--- src/rtl/red_pitaya_na_sweep_block.sv ---
`default_nettype none
// ============================================================================
// Module   : red_pitaya_na_sweep_block
// Brief    : Network-analyzer sweep sequencer: steps the IQ phase increment,
//            settles, averages both quadratures and queues I/Q for the PS.
// Revision : 1.0 - initial release
// ============================================================================
module red_pitaya_na_sweep_block #(
  parameter int QUADBITS  = 24,
  parameter int PHASEBITS = 32,
  parameter int SUMBITS   = 56,
  parameter int OUTSHIFT  = 16,
  parameter int FIFOAW    = 4
) (
  input  logic                       clk_i,
  input  logic                       rstn_i,
  input  logic signed [QUADBITS-1:0] quad1_i,
  input  logic signed [QUADBITS-1:0] quad2_i,
  output logic [PHASEBITS-1:0]       phase_inc_o,
  output logic                       freq_update_o,
  output logic                       busy_o,
  input  logic [15:0]                addr,
  input  logic                       wen,
  input  logic                       ren,
  output logic                       ack,
  output logic [31:0]                rdata,
  input  logic [31:0]                wdata
);

  localparam logic [15:0] c_ADDR_CTRL   = 16'h0000;
  localparam logic [15:0] c_ADDR_START  = 16'h0004;
  localparam logic [15:0] c_ADDR_STEP   = 16'h0008;
  localparam logic [15:0] c_ADDR_POINTS = 16'h000C;
  localparam logic [15:0] c_ADDR_AVG    = 16'h0010;
  localparam logic [15:0] c_ADDR_SLEEP  = 16'h0014;
  localparam logic [15:0] c_ADDR_STATUS = 16'h0018;
  localparam logic [15:0] c_ADDR_FIFO_I = 16'h0020;
  localparam logic [15:0] c_ADDR_FIFO_Q = 16'h0024;
  localparam int          c_DEPTH       = 2**FIFOAW;
  localparam logic [FIFOAW-1:0] c_PTR_ONE = 1;
  localparam logic [FIFOAW:0]   c_CNT_ONE = 1;

  typedef enum logic [2:0] {
    S_IDLE    = 3'd0,
    S_SETFREQ = 3'd1,
    S_SLEEP   = 3'd2,
    S_AVERAGE = 3'd3,
    S_STORE   = 3'd4
  } state_t;

  state_t r_state;
  state_t w_state_nxt;

  logic [PHASEBITS-1:0]      r_start_freq;
  logic [PHASEBITS-1:0]      r_step;
  logic [PHASEBITS-1:0]      r_freq;
  logic [31:0]               r_points;
  logic [31:0]               r_averages;
  logic [31:0]               r_sleepcycles;
  logic [31:0]               r_pts_left;
  logic [31:0]               r_sleep_cnt;
  logic [31:0]               r_avg_cnt;
  logic signed [SUMBITS-1:0] r_sum_i;
  logic signed [SUMBITS-1:0] r_sum_q;
  logic                      r_overflow;

  logic [63:0]               r_mem [c_DEPTH];
  logic [FIFOAW-1:0]         r_wptr;
  logic [FIFOAW-1:0]         r_rptr;
  logic [FIFOAW:0]           r_count;

  logic                      w_ctrl_wr;
  logic                      w_abort;
  logic                      w_start;
  logic                      w_go;
  logic                      w_empty;
  logic                      w_full;
  logic                      w_pop;
  logic                      w_push;
  logic [31:0]               w_avg_eff;
  logic signed [SUMBITS-1:0] w_q1_ext;
  logic signed [SUMBITS-1:0] w_q2_ext;
  logic [31:0]               w_sat_i;
  logic [31:0]               w_sat_q;
  logic [31:0]               w_head_i;
  logic [31:0]               w_head_q;
  logic [31:0]               w_rd_mux;

  // Arithmetic shift, then clamp anything outside the signed 32-bit range.
  function automatic logic [31:0] f_sat(input logic signed [SUMBITS-1:0] i_sum);
    logic signed [SUMBITS-1:0] w_sh;
    logic [SUMBITS-32:0]       w_hi;
    w_sh = i_sum >>> OUTSHIFT;
    w_hi = w_sh[SUMBITS-1:31];
    if ((&w_hi) || !(|w_hi)) return w_sh[31:0];
    else if (w_sh[SUMBITS-1]) return 32'h8000_0000;
    else return 32'h7FFF_FFFF;
  endfunction

  assign w_ctrl_wr = wen && (addr == c_ADDR_CTRL);
  assign w_abort   = w_ctrl_wr && wdata[1];
  assign w_start   = w_ctrl_wr && wdata[0] && !wdata[1];
  assign w_go      = (r_state == S_IDLE) && w_start && (r_points != 32'd0);

  assign w_empty   = (r_count == '0);
  assign w_full    = r_count[FIFOAW];
  assign w_pop     = ren && (addr == c_ADDR_FIFO_Q) && !w_empty;
  // A pop in the same cycle frees the slot a stalled STORE is waiting for.
  assign w_push    = (r_state == S_STORE) && !w_abort && (!w_full || w_pop);

  assign w_avg_eff = (r_averages == 32'd0) ? 32'd1 : r_averages;
  assign w_q1_ext  = {{(SUMBITS-QUADBITS){quad1_i[QUADBITS-1]}}, quad1_i};
  assign w_q2_ext  = {{(SUMBITS-QUADBITS){quad2_i[QUADBITS-1]}}, quad2_i};
  assign w_sat_i   = f_sat(r_sum_i);
  assign w_sat_q   = f_sat(r_sum_q);
  assign w_head_i  = w_empty ? 32'd0 : r_mem[r_rptr][63:32];
  assign w_head_q  = w_empty ? 32'd0 : r_mem[r_rptr][31:0];
  assign busy_o    = (r_state != S_IDLE);

  always_ff @(posedge clk_i) begin
    if (!rstn_i) r_state <= S_IDLE;
    else         r_state <= w_state_nxt;
  end

  always_comb begin
    w_state_nxt = r_state;
    if (w_abort) begin
      w_state_nxt = S_IDLE;
    end else begin
      case (r_state)
        S_IDLE:    if (w_go) w_state_nxt = S_SETFREQ;
        S_SETFREQ: w_state_nxt = (r_sleepcycles == 32'd0) ? S_AVERAGE : S_SLEEP;
        S_SLEEP:   if (r_sleep_cnt == 32'd1) w_state_nxt = S_AVERAGE;
        S_AVERAGE: if (r_avg_cnt == 32'd1) w_state_nxt = S_STORE;
        S_STORE:   if (w_push) w_state_nxt = (r_pts_left == 32'd1) ? S_IDLE : S_SETFREQ;
        default:   w_state_nxt = S_IDLE;
      endcase
    end
  end

  always_ff @(posedge clk_i) begin
    if (!rstn_i) begin
      r_start_freq  <= '0;
      r_step        <= '0;
      r_points      <= '0;
      r_averages    <= '0;
      r_sleepcycles <= '0;
    end else if (wen) begin
      case (addr)
        c_ADDR_START:  r_start_freq  <= PHASEBITS'(wdata);
        c_ADDR_STEP:   r_step        <= PHASEBITS'(wdata);
        c_ADDR_POINTS: r_points      <= wdata;
        c_ADDR_AVG:    r_averages    <= wdata;
        c_ADDR_SLEEP:  r_sleepcycles <= wdata;
        default: ;
      endcase
    end
  end

  always_ff @(posedge clk_i) begin
    if (!rstn_i) begin
      r_freq        <= '0;
      r_pts_left    <= '0;
      r_sleep_cnt   <= '0;
      r_avg_cnt     <= '0;
      r_sum_i       <= '0;
      r_sum_q       <= '0;
      r_overflow    <= 1'b0;
      phase_inc_o   <= '0;
      freq_update_o <= 1'b0;
    end else begin
      freq_update_o <= 1'b0;
      if (w_go) begin
        r_freq     <= r_start_freq;
        r_pts_left <= r_points;
        r_overflow <= 1'b0;
      end
      if (!w_abort) begin
        case (r_state)
          S_SETFREQ: begin
            phase_inc_o   <= r_freq;
            freq_update_o <= 1'b1;
            r_sleep_cnt   <= r_sleepcycles;
            r_avg_cnt     <= w_avg_eff;
            r_sum_i       <= '0;
            r_sum_q       <= '0;
          end
          S_SLEEP: r_sleep_cnt <= r_sleep_cnt - 32'd1;
          S_AVERAGE: begin
            r_sum_i   <= r_sum_i + w_q1_ext;
            r_sum_q   <= r_sum_q + w_q2_ext;
            r_avg_cnt <= r_avg_cnt - 32'd1;
          end
          S_STORE: begin
            if (w_push) begin
              r_pts_left <= r_pts_left - 32'd1;
              r_freq     <= r_freq + r_step;
            end else begin
              r_overflow <= 1'b1;
            end
          end
          default: ;
        endcase
      end
    end
  end

  always_ff @(posedge clk_i) begin
    if (w_push) r_mem[r_wptr] <= {w_sat_i, w_sat_q};
  end

  always_ff @(posedge clk_i) begin
    if (!rstn_i) begin
      r_wptr  <= '0;
      r_rptr  <= '0;
      r_count <= '0;
    end else begin
      if (w_push) r_wptr <= r_wptr + c_PTR_ONE;
      if (w_pop)  r_rptr <= r_rptr + c_PTR_ONE;
      case ({w_push, w_pop})
        2'b10:   r_count <= r_count + c_CNT_ONE;
        2'b01:   r_count <= r_count - c_CNT_ONE;
        default: ;
      endcase
    end
  end

  always_comb begin
    w_rd_mux = '0;
    case (addr)
      c_ADDR_CTRL:   w_rd_mux = {30'd0, busy_o, r_overflow};
      c_ADDR_START:  w_rd_mux = 32'(r_start_freq);
      c_ADDR_STEP:   w_rd_mux = 32'(r_step);
      c_ADDR_POINTS: w_rd_mux = r_points;
      c_ADDR_AVG:    w_rd_mux = r_averages;
      c_ADDR_SLEEP:  w_rd_mux = r_sleepcycles;
      c_ADDR_STATUS: w_rd_mux = 32'({r_count, w_empty, w_full});
      c_ADDR_FIFO_I: w_rd_mux = w_head_i;
      c_ADDR_FIFO_Q: w_rd_mux = w_head_q;
      default: ;
    endcase
  end

  always_ff @(posedge clk_i) begin
    if (!rstn_i) begin
      ack   <= 1'b0;
      rdata <= '0;
    end else begin
      ack   <= wen | ren;
      rdata <= ren ? w_rd_mux : 32'd0;
    end
  end

endmodule
`default_nettype wire

--- config.mk ---
export PLATFORM = sky130hd
export DESIGN_NAME = red_pitaya_na_sweep_block
export DESIGN_NICKNAME = d
export VERILOG_FILES = /design/src/rtl/red_pitaya_na_sweep_block.sv
export SDC_FILE = /design/constraint.sdc
export NUM_CORES = 2
export LEC_CHECK = 0
export ABC_AREA = 1
export CAP_MARGIN = 40
export CORE_AREA = 2 2 502 504
export CTS_BUF_LIST = sky130_fd_sc_hd__clkbuf_16
export CTS_CLUSTER_DIAMETER = 120
export DETAILED_ROUTE_END_ITERATION = 8
export DIE_AREA = 0 0 504 506
export PLACE_DENSITY = 0.56
export SETUP_SLACK_MARGIN = 0.02
export SYNTH_ARGS = -nofsm -noshare
export SYNTH_HDL_FRONTEND = slang
export SYNTH_SLANG_ARGS = --single-unit
--- constraint.sdc ---
create_clock -name clk_i -period 18.2 [get_ports clk_i]
set_clock_uncertainty 0.15 [all_clocks]
set_input_delay 4.55 -clock clk_i [delete_from_list [all_inputs] [get_ports clk_i]]
set_output_delay 4.55 -clock clk_i [all_outputs]
set_load 0.01 [all_outputs]
### Word-level counts from Yosys, hierarchy flattened

Memory sizes are Yosys's and may differ from the RTL's. A register that Yosys moved wholly into a read port is not among the register bits.
Index checks and enable logic that the tools add are counted.

| storage, ports and cells | value |
|---|---|
| output and inout bits | 67 |
| bits in writable memories | 1,024 |
| register bits after elaboration | 483 |
| memories kept | 1 |
| logic and storage cells | 136 |

Memories:

| memory | words | width | read ports | clocked after memory_dff | wr ports | RTL line | RTL |
|---|---|---|---|---|---|---|---|
| r_mem | 16 | 64 | 1 | 1 | 1 | 67 | `logic [63:0] r_mem [c_DEPTH];` |

| operators by class | value |
|---|---|
| muxes and demuxes | 37 |
| add/subtract/negate cells | 10 |
| eq/ne operators | 21 |
| bitwise operators | 3 |
| reductions and logical operators | 44 |

Operators with widths:

| kind | number |
|---|---|
| $mux W32 | 15 |
| $pmux W32 S9 | 1 |
| $pmux W56 S2 | 2 |
| $pmux W32 S2 | 2 |
| $add A56 B24 Y56 | 2 |
| $eq A32 B1 Y1 const B | 3 |
| $sub A32 B1 Y32 const B | 3 |
| $logic_not A32 Y1 | 2 |
| $eq A16 B5 Y1 const B | 3 |
| $add A32 B32 Y32 | 1 |
| $eq A16 B4 Y1 const B | 2 |
| $eq A16 B6 Y1 const B | 2 |
| $reduce_bool A32 Y1 | 1 |
| $reduce_and A2 Y1 | 9 |
| $reduce_and A9 Y1 | 2 |
| $reduce_or A9 Y1 | 2 |
| $eq A16 B3 Y1 const B | 1 |
| $logic_not A16 Y1 | 1 |
| $pmux W3 S5 | 1 |
| $mux W3 | 4 |
| $logic_and A1 B1 Y1 | 10 |
| $pmux W5 S2 | 1 |
| $mux W1 | 9 |
| $add A4 B1 Y4 const B | 2 |
| 19 further kinds | 34 |

### Depth between registers and ports, before layout

| logic depth | value |
|---|---|
| word-level depth | 10 |
| depth in mapped cells | 20 |
| depth with buffers taken out | 19 |

### Least setup slack after synthesis

Ideal clock, no wire load.

| timing path | value |
|---|---|
| path kind | input port to flip-flop |
| from | input port addr[7] |
| to | memory r_mem[0][0] (enable) |
| setup slack | 9,226 ps |
| arrival time | 8,337 ps |
| stages on the path | 12 |
| data required time | 17,564 ps |
| cells stage by stage | nor2_4 -> nand3_2 -> nor2_1 -> nand2_1 -> inv_2 -> nand3_2 -> nand2_1 -> nand2_1 -> inv_1 -> buf_2 -> nand2_1 -> nor2_1 |

| between the ends | value |
|---|---|
| word-level cells in the longest chain between the ends | 8 |

RTL lines:

| what | RTL line | RTL |
|---|---|---|
| start, declared | 22 | `input logic [15:0] addr,` |
| $logic_not A16 Y1 | 100 | `assign w_ctrl_wr = wen && (addr == c_ADDR_CTRL);` |
| $logic_and A1 B1 Y1 | 100 |  |
| $logic_and A1 B1 Y1 | 101 | `assign w_abort = w_ctrl_wr && wdata[1];` |
| $logic_not A1 Y1 | - |  |
| $logic_and A1 B1 Y1 | 109 | `assign w_push = (r_state == S_STORE) && !w_abort && (!w_full \|\| w_pop);` |
| $logic_and A1 B1 Y1 * | 109 |  |
| $mux W1 * | 209 | `if (w_push) r_mem[r_wptr] <= {w_sat_i, w_sat_q};` |
| $mux W1 (implied by the code) * | 209 |  |
| end, declared | 67 |  |

Every way passes the cells marked *; elsewhere a longest branch is shown, timed or not.

### Worst setup path in the final report

| timing path | value |
|---|---|
| from | input port addr[7] |
| to | memory r_mem[9][3] (enable) |

Same word-level chain as after synthesis.

==> reports/results.ini <==
[outcome]
run_status = completed

[setup_path]
r2r-end = r_mem[9][3]$_DFFE_PP_
timing.reg2reg.setup_slack_ns = 13.45
slowest_stage = buf_4
startpoint = addr[7]
cpPeakStageDelay_ns = 0.75
required_ns = 18.49
r2r-start = r_count[4]$_SDFFE_PN0P_
rr_worst_depth = 11
cp.arrival_ns = 8.88
crit_path_cell_trace = clkdlybuf4s50_1 -> nor2_4 -> nand3_2 -> nor2_1 -> nand2_1 -> inv_2 -> nand3_2 -> nand2_1 -> nand2_2 -> inv_1 -> buf_4 -> nand2_1 -> nor2_4 -> buf_4
crit_fanout = 50
endpoint = r_mem[9][3]$_DFFE_PP_
critical_path_class = input pin to flip-flop
crit_top_cell = nand2_1
cp-end-kind = flip-flop
start_kind = input pin

[worst_hold_path]
hp-class = flip-flop to flip-flop

[place]
numPortBuffers = 166
gp_congestion = 0.927
dp_hpwl_um = 177000
dpl.cell_count = 12100

[grt]
grt_max_degree = 189
grt.overflow.total = 0
antenna_found_initial = 7
grt_pass1_vias = 58600
grtUsageTotal_pct = 19.4
grt_pass1_wl_um = 381000

[final_layout]
nNetsFinal = 9187
nFillCells = 26000
seq_area_mm2 = 0.0405
layout_commonest_cell = nand2_1
stdcell_count = 12400
multi_input_area_mm2 = 0.0290
layout_common_cells = 1,757 x nand2_1, 1,257 x nor2_1, 1,024 x edfxtp_1, 981 x inv_1, 930 x o21ai_0
area_growth_pct = 14.9
final_layout_size_suffix_gt1_share_pct = 5.78

[synth]
ys_seq_elements = 1511
seq_area_frac_synth_pct = 54.3
syn_area_mm2 = 0.0746
syn_avg_cell_area_um2 = 8.44
synth_flop_cell = edfxtp_1
async_flop_share_pct = 0
syn-num-nets = 9105
syn_inst = 8846
ys_warn_count = 0
synthDistinctLibCells = 57
synth_enable_flop_cells = 1024

[clock_network]
clk_pin_slew_worst_paths_ns = 0.06
cts-root-buf = clkbuf_16
cts_tree = done
cts_resized = 0
cts.path.max_buffers = 3
clock-sinks = 1511
ctsHtreeMaxLevel = 4
ctsHoldBuffers = 0
clk-insertion-delay-late_ns = 0.84
cts_buffers = 163
cts_setup_buffers = 0

[floorplan]
coreArea_mm2 = 0.250
die_w_um = 504
die_area_mm2 = 0.255
ioPinCount = 167
die_h_um = 506
rows = 184
initial_core_util_pct = 29.9

[route]
drcViolationCount = 0
antenna_left = 0
drt_iter0_drc = 5998
vias_per_cell = 5.04
routed_wl_um = 257000
drt_pre_antenna_iters = 6
routed-wl-met2_um = 114000
num_vias = 62500
wl_per_cell_um = 20.7
wl_met1_um = 118000
top_layer = met4
routed-wl-met3_um = 16700

[sta]
fin_crit_sh_pct = 47.2
fin_tns_setup_ns = 0
finalHoldViolCount = 0
setup_violations = 0
maxSlewHeadroom_pct = 34.1
tightest_slew_ns = 0.981
slew_violations = 0
rsz0062_at_grt = no
period_minus_slack_ns = 8.59
max_freq_ghz = 0.116

[power]
leakagePower_nw = 33.0
ir_drop_v = 0.000105
finalPower_mw = 7.43
powerDensity_mw_per_mm2 = 86.6

[run]
cap_violations = 0

-- cell families after synthesis --
logic type | after synthesis | share of synthesized area (%)
flops | 1511 | 54.3
xor+xnor | 69 | 0.810
simple gates | 3755 | 20.7
fa+ha+maj | 159 | 2.70
buf+inv | 1372 | 7.21
compound gates | 1980 | 14.3
-- how the worst min path moves through the flow --
stage                               start                          to  slack, ns  depth (start not counted)
2_1_floorplan  r_avg_cnt[29]$_SDFFE_PN0P_  r_avg_cnt[29]$_SDFFE_PN0P_       0.29                          2
3_3_place_gp   r_avg_cnt[29]$_SDFFE_PN0P_  r_avg_cnt[29]$_SDFFE_PN0P_       0.30                          2
3_5_place_dp   r_avg_cnt[29]$_SDFFE_PN0P_  r_avg_cnt[29]$_SDFFE_PN0P_       0.31                          2
4_1_cts        r_avg_cnt[29]$_SDFFE_PN0P_  r_avg_cnt[29]$_SDFFE_PN0P_       0.32                          2
5_1_grt           r_sum_i[0]$_SDFFE_PN0P_     r_sum_i[0]$_SDFFE_PN0P_       0.34                          2
6_report       r_avg_cnt[29]$_SDFFE_PN0P_  r_avg_cnt[29]$_SDFFE_PN0P_       0.32                          2
-- power breakdown --
part | switching, mW | internal (mW) | leakage (nW)
logic | 0.358 | 0.181 | 17.1
registers | 0.0177 | 3.66 | 13.3
clock network | 1.45 | 1.76 | 2.61
-- critical path: cells and delay by family --
family	cells	cell delay, ns
buffers and inverters	5	1.93
and+or+nand+nor	9	2.32
-- per-stage QoR --
stage	cell area [um2]	setup WS, ns	hold slack (ns)	util (%)
after floorplan	74600	9.23	0.294	-
after detailed placement	80700	8.74	0.309	32.3
after global routing	85800	9.31	0.340	34.3
final	85800	9.61	0.316	34.3
after global placement	79900	8.67	0.301	31.9
after CTS	85800	9.61	0.318	34.3
-- layout make-up --
| cell class | count | area share [%] |
|---|---|---|
| antenna | 6 | 0.0175 |
| clock buffer | 166 | 4.84 |
| clock inverter | 127 | 1.07 |
| inverter | 962 | 4.24 |
| multi-input combinational | 5963 | 33.8 |
| sequential | 1511 | 47.2 |
| tap | 3348 | 4.88 |
| timing repair buffer | 327 | 3.92 |
-- routing by layer --
| metal | vias to the layer above | global-route usage, % |
|---|---|---|
| li1 | 30000 | - |
| met1 | 30100 | 27.7 |
| met2 | 2049 | 30.2 |
| met3 | 321 | 2.77 |
| met4 | 0 | 6.53 |
| met5 | - | 0 |
-- cell usage after synthesis, drive strengths merged (20+ instances only) --
cell type / number / share of area, %
a21o: 21 / 0.21
nor3: 77 / 0.57
nand4: 76 / 0.64
nand3: 474 / 3.3
o21ai: 1034 / 6.9
a211oi: 36 / 0.37
or2: 24 / 0.20
nand2: 1766 / 8.9
a21oi: 555 / 3.8
o22ai: 186 / 1.6
nor4: 20 / 0.17
ha: 156 / 2.6
edfxtp: 1024 / 41
dfxtp: 487 / 13
buf: 166 / 1.1
xnor2: 23 / 0.27
inv: 960 / 4.8
clkbuf: 244 / 1.2
o211ai: 93 / 0.94
nor2: 1293 / 6.7
xor2: 46 / 0.54
-- state kept, by name, indices dropped and copies added, names as in the netlist, named ones only --
signal	flops
phase_inc_o	32
r_rptr	4
r_avg_cnt	32
r_state	3
r_points	32
r_overflow	1
r_sleepcycles	32
r_freq	32
r_averages	32
r_wptr	4
freq_update_o	1
r_pts_left	32
r_count	5
r_sum_i	56
r_sum_q	56
r_mem	1024
ack	1
r_start_freq	32
r_sleep_cnt	32
rdata	32
r_step	32
No activity file was read; power rests on OpenSTA's default activity.
